==> config.mk <==
export PLATFORM = sky130hd
export DESIGN_NAME = xcvr_test_system_rx_packer
export DESIGN_NICKNAME = d
export VERILOG_FILES = /design/src/rtl/xcvr_test_system_rx_packer.sv
export SDC_FILE = /design/constraint.sdc
export NUM_CORES = 1
export LEC_CHECK = 0
export CORE_MARGIN = 4
export CORE_UTILIZATION = 60
export DETAILED_ROUTE_END_ITERATION = 8
export DONT_BUFFER_PORTS = 1
export HOLD_SLACK_MARGIN = 0.06
export PLACE_DENSITY = 0.83
export SLEW_MARGIN = 20
export SYNTH_ARGS = -nofsm -noshare
export SYNTH_HDL_FRONTEND = slang
export SYNTH_SLANG_ARGS = --single-unit
==> constraint.sdc <==
create_clock -name clk -period 15 [get_ports clk]
set_input_delay 4.5 -clock clk [delete_from_list [all_inputs] [get_ports clk]]
set_output_delay 4.5 -clock clk [all_outputs]
set_load 0.005 [all_outputs]
==> src/rtl/xcvr_test_system_rx_packer.sv <==
// Packs 64-bit receive words into 128-bit entries and queues them in a show-ahead
// FIFO, with sticky overflow and a saturating count of discarded 64-bit words.
module xcvr_test_system_rx_packer #(
  parameter int unsigned DEPTH = 4,
  parameter int unsigned CNT_W = 16
) (
  input  logic             clk,
  input  logic             reset,
  input  logic [63:0]      in_data,
  input  logic             in_valid,
  input  logic             in_sop,
  output logic [127:0]     out_data,
  output logic             out_valid,
  input  logic             out_ready,
  output logic             overflow,
  output logic [CNT_W-1:0] drop_count,
  input  logic             clear_stats
);

  localparam int unsigned AW = $clog2(DEPTH);
  localparam int unsigned PW = AW + 1;

  typedef enum logic {
    EMPTY = 1'b0,
    HALF  = 1'b1
  } state_t;

  state_t         state_q, state_d;
  logic [63:0]    held_q, held_d;
  logic           push_req;
  logic           sop_drop;
  logic [127:0]   push_data;

  logic [127:0]   mem [DEPTH];
  logic [PW-1:0]  wr_ptr, rd_ptr, wr_ptr_d, rd_ptr_d;
  logic           full, empty, pop, wr_en, ovf_drop;
  logic [127:0]   head_d;

  logic [CNT_W-1:0] cnt_base, cnt_d;
  logic [CNT_W:0]   cnt_sum;
  logic [1:0]       cnt_inc;

  // Packer state register
  always_ff @(posedge clk or posedge reset) begin
    if (reset) begin
      state_q <= EMPTY;
      held_q  <= '0;
    end else begin
      state_q <= state_d;
      held_q  <= held_d;
    end
  end

  // Packer next-state: pair words, realign on sop while a half is held
  always_comb begin
    state_d   = state_q;
    held_d    = held_q;
    push_req  = 1'b0;
    sop_drop  = 1'b0;
    push_data = {in_data, held_q};
    case (state_q)
      EMPTY: begin
        if (in_valid) begin
          held_d  = in_data;
          state_d = HALF;
        end
      end
      HALF: begin
        if (in_valid) begin
          if (in_sop) begin
            sop_drop = 1'b1;
            held_d   = in_data;
          end else begin
            push_req = 1'b1;
            state_d  = EMPTY;
          end
        end
      end
      default: state_d = EMPTY;
    endcase
  end

  // FIFO control; a pop frees a slot for a push in the same cycle even when full
  always_comb begin
    empty    = (wr_ptr == rd_ptr);
    full     = (wr_ptr[AW] != rd_ptr[AW]) && (wr_ptr[AW-1:0] == rd_ptr[AW-1:0]);
    pop      = out_valid & out_ready;
    wr_en    = push_req & (~full | pop);
    ovf_drop = push_req & full & ~pop;
    rd_ptr_d = rd_ptr + PW'(pop);
    wr_ptr_d = wr_ptr + PW'(wr_en);
    // Head for next cycle: bypass the incoming word when it lands in the head slot
    if (wr_en && (wr_ptr[AW-1:0] == rd_ptr_d[AW-1:0]))
      head_d = push_data;
    else
      head_d = mem[rd_ptr_d[AW-1:0]];
  end

  always_ff @(posedge clk) begin
    if (wr_en) mem[wr_ptr[AW-1:0]] <= push_data;
  end

  always_ff @(posedge clk or posedge reset) begin
    if (reset) begin
      wr_ptr    <= '0;
      rd_ptr    <= '0;
      out_valid <= 1'b0;
      out_data  <= '0;
    end else begin
      wr_ptr    <= wr_ptr_d;
      rd_ptr    <= rd_ptr_d;
      out_valid <= (wr_ptr_d != rd_ptr_d);
      out_data  <= head_d;
    end
  end

  // Drop statistics: clear first, then add this cycle's drop, saturating
  always_comb begin
    cnt_base = clear_stats ? '0 : drop_count;
    if (sop_drop)      cnt_inc = 2'd1;
    else if (ovf_drop) cnt_inc = 2'd2;
    else               cnt_inc = 2'd0;
    cnt_sum = {1'b0, cnt_base} + (CNT_W+1)'(cnt_inc);
    cnt_d   = cnt_sum[CNT_W] ? '1 : cnt_sum[CNT_W-1:0];
  end

  always_ff @(posedge clk or posedge reset) begin
    if (reset) begin
      drop_count <= '0;
      overflow   <= 1'b0;
    end else begin
      drop_count <= cnt_d;
      overflow   <= (overflow & ~clear_stats) | ovf_drop;
    end
  end

endmodule

==> PnR_summary.wiki <==
{| class="wikitable"
! Metric !! Value
|-
| Status || complete, no violations
|-
| Final HPWL DP || around 27 mm
|-
| Most repeated cell in the gate-level netlist after synthesis || edfxtp_1
|-
| Final worst path period need || 7.14 ns
|-
| Logic depth of the worst setup path including buffers || 7
|-
| Synthesized Nets || 1280
|-
| Overall power consumption || 6.11 mW
|-
| Highest achievable clock rate || 140 MHz
|-
| Clock-pin slew reported for the worst setup and hold paths after clock tree synthesis || 0.06 ns
|-
| Startpoint of the most critical register-to-register path || out_valid
|-
| Initial standard-cell utilization of the core || between 60% and 70%
|-
| Clock latency at the later pin of the worst-skew pair || 0.60 ns
|-
| Hold Vio Cnt, Final || 0
|-
| Worst Reg2Reg Path Length in Cells || 7
|-
| Number of clock buffers inserted by TritonCTS || 71
|-
| Sequential element share of the synthesized area || between 70% and 80%
|-
| Share of the synthesized area in the top cell type || between 50% and 60%
|-
| Hold_ws || between 0.5 and 0.6 ns
|-
| Mapped Area || 27300 um2
|-
| Placeable Area || between 40000 and 50000 um2
|-
| Number of I/O pins || 216
|-
| Power density cells || 202 nW/um2
|-
| Remaining global-route overflow || 0
|-
| Floorplan die width || 221 um
|-
| Residual DRC || 0
|-
| Vias per cell || slightly above 6
|-
| Final layout net count || approximately 1.3k
|-
| Average wire length per cell after detail routing || 27.0 um
|-
| Die height || around 220 um
|-
| Diodes inserted || 0
|-
| H-tree level count || 3
|-
| Root buf cell || clkbuf_16
|-
| Final setup margin || 7.86 ns
|-
| Top cells by instance count after synthesis || edfxtp_1 (512), dfrtp_1 (217), mux4_2 (128)
|-
| Vias in the first global route || 12.8k
|-
| FF+latch count, synth || 729
|-
| Count of instances resized after the clock tree is built || 0
|-
| Yosys warns || 0
|-
| Gr usage total || 21.4%
|-
| Maximum count of clock buffers along a single path || 3
|-
| Pin count of the biggest net entering global routing || 129
|-
| Netlist cell types || 40
|-
| CP arrival || between 7 and 8 ns
|-
| Number of port buffers || 0
|-
| Min-delay worst type || reg -> reg
|-
| Initial antenna violation count || 0
|-
| Share of layout cells above drive strength 1 || 34.1%
|-
| Mean area per synthesized cell || roughly 23 um2
|-
| Kind of critical path || in -> reg
|-
| DRC violation total after the first TritonRoute iteration || 917
|-
| Top area cells in the synthesized netlist || edfxtp_1 (56%), dfrtp_1 (20%), mux4_2 (11%)
|-
| Top flip-flop cell by instance count after synthesis || edfxtp_1
|-
| Startpoint type of the worst setup path || input pin
|-
| Endpoint of the worst setup timing path || out_data[25]
|-
| Post-synthesis instance total || 1203
|-
| Critical path buffers and inverters || 2
|-
| Pre-CTS WS || slightly above 7 ns
|-
| Startpoint of the most critical hold path || held_q[2]
|-
| CP max stage cell || buf_4
|-
| Maximum single-stage delay on the critical path || roughly 0.96 ns
|-
| Total Wirelength || ~51 mm
|-
| Ordered list of cells on the worst path || nand2_1 -> inv_1 -> ha_4 -> ha_4 -> buf_4 -> mux4_2 -> mux2_4
|-
| Max cap viols || 0
|-
| Final clock period utilization by the worst path || a little under half
|-
| Leakage || about 11 nW
|-
| TritonCTS clock tree || built
|-
| CP startpoint || out_ready
|-
| Die outline area || 49000 um2
|-
| Iteration count of the initial detailed-routing pass || 5
|-
| Critical path capture point type || flip-flop
|-
| Setup total negative slack || 0 ns
|-
| Setup clock skew after layout || 0.0273 ns
|-
| Cell area after placement || 28000 um2
|-
| Critical Path Fanout Max || 67
|-
| Number of synthesized flops with an enable pin || 512
|-
| Buffers inserted during post-CTS setup optimization || 0
|-
| Max-slew violation count || 0
|-
| Largest area contributor in the netlist || edfxtp_1
|-
| Peak supply drop || 0.000185 V
|-
| Fillers || 2638
|-
| Most common cell on crit path || ha_4
|-
| Cell class contributing the biggest share of worst-path delay || adder cells
|-
| Reg2reg setup slack || 11.34 ns
|-
| Worst EP required || 15.46 ns
|-
| Final instance area || 30300 um2
|-
| Unrepaired setup endpoints after global routing || no
|-
| Share of flip-flops with an asynchronous set or reset || 29.8%
|-
| Reg2reg end || out_data[25]
|-
| Number of vias in the routed layout || 11.6k
|-
| Wire length of the first global-routing pass || around 80 mm
|-
| Slew headroom || 22.7%
|-
| Number of placement rows || 77
|-
| Synth-to-Final Area Change || 10.9%
|-
| Clock sinks || 729
|-
| Final ANT Viol Nets || 0
|-
| Final Wtd Congestion || approximately 0.73
|-
| Setup-violating endpoint count in the final report || 0
|-
| Measured slew at the worst slew-check pin || 1.16 ns
|-
| Cts-stage hold buffer count || 0
|}
-- worst min-delay path by stage --
stage,end,slack [ns],cells after the start
6_report,mem[3][2],0.52,0
5_1_grt,mem[3][2],0.55,0
4_1_cts,mem[3][2],0.52,0
3_5_place_dp,state_q,0.51,1
3_3_place_gp,mem[1][2],0.50,0
2_1_floorplan,mem[0][0],0.48,0
-- worst register-to-register path, stage by stage (launching register included) --
cell	delay (ns)
dfrtp_1	0.40
nand2_1	0.14
inv_1	0.09
ha_4	0.16
ha_4	0.95
buf_4	1.07
mux4_2	0.45
mux2_4	0.28
-- final cells by class --
| type | instances | area [um2] | area share (%) |
|---|---|---|---|
| clock buffer | 106 | 2100 | 6.95 |
| sequential | 729 | 20800 | 68.7 |
| multi-input combinational | 415 | 6240 | 20.6 |
| clock inverter | 24 | 210 | 0.694 |
| inverter | 8 | 37.5 | 0.124 |
| tap | 592 | 741 | 2.45 |
| timing repair buffer | 14 | 154 | 0.508 |
-- kinds of logic (layout without fill, tap and decap cells) --
kind of cell    count (synthesis)  count (layout)  synth area share, %
compound gates                 19              19                0.435
buf+inv                        59             152                 1.25
flops                         729             729                 76.2
simple gates                   48              48                 1.01
fa+ha+maj                       7               7                0.348
mux                           321             321                 20.2
xor+xnor                       20              20                0.641
-- sequential cells by signal (all words and copies together) (netlist names) --
name / flops
overflow: 1
rd_ptr: 3
wr_ptr: 3
mem: 512
held_q: 64
out_valid: 1
out_data: 128
state_q: 1
drop_count: 16
-- cell usage in the layout (no fill, tap or decap), types with 4 or more instances in the layout --
cell / n
edfxtp_1: 512
dfrtp_1: 217
mux4_2: 128
mux2_4: 120
clkbuf_16: 76
mux2_2: 65
clkbuf_1: 21
xnor2_1: 11
nand2_1: 10
o21ai_0: 10
clkinv_2: 10
buf_4: 10
xor2_1: 9
clkbuf_8: 9
mux2_1: 8
inv_1: 7
clkinv_1: 5
nand2b_1: 4
nor2_1: 4
nor3_1: 4
a21oi_1: 4
ha_1: 4
-- metal layers --
| metal | vias up | part of all wire (%) | GRT usage (%) |
|---|---|---|---|
| met5 | - | 0 | 0 |
| met4 | 0 | 2.1 | 6.26 |
| met3 | 77 | 6.1 | 4.85 |
| met2 | 322 | 52 | 36.7 |
| met1 | 6337 | 40 | 27.9 |
| li1 | 4894 | - | - |
-- stage by stage --
stage,cells,util [%]
6_report,1888,67.9
5_1_grt,1888,67.9
4_1_cts,1887,67.9
3_5_place_dp,1757,62.7
3_3_place_gp,1757,62.7
2_1_floorplan,1203,-
-- report_power, final --
group          internal (mW)  leakage [nW]  switching (mW)
sequential              2.55          7.20           0.232
combinational          0.933          2.63           0.646
clock                   1.03          1.14           0.716
total                   4.51          11.0            1.59
No activity file was read; power rests on OpenSTA's default activity.
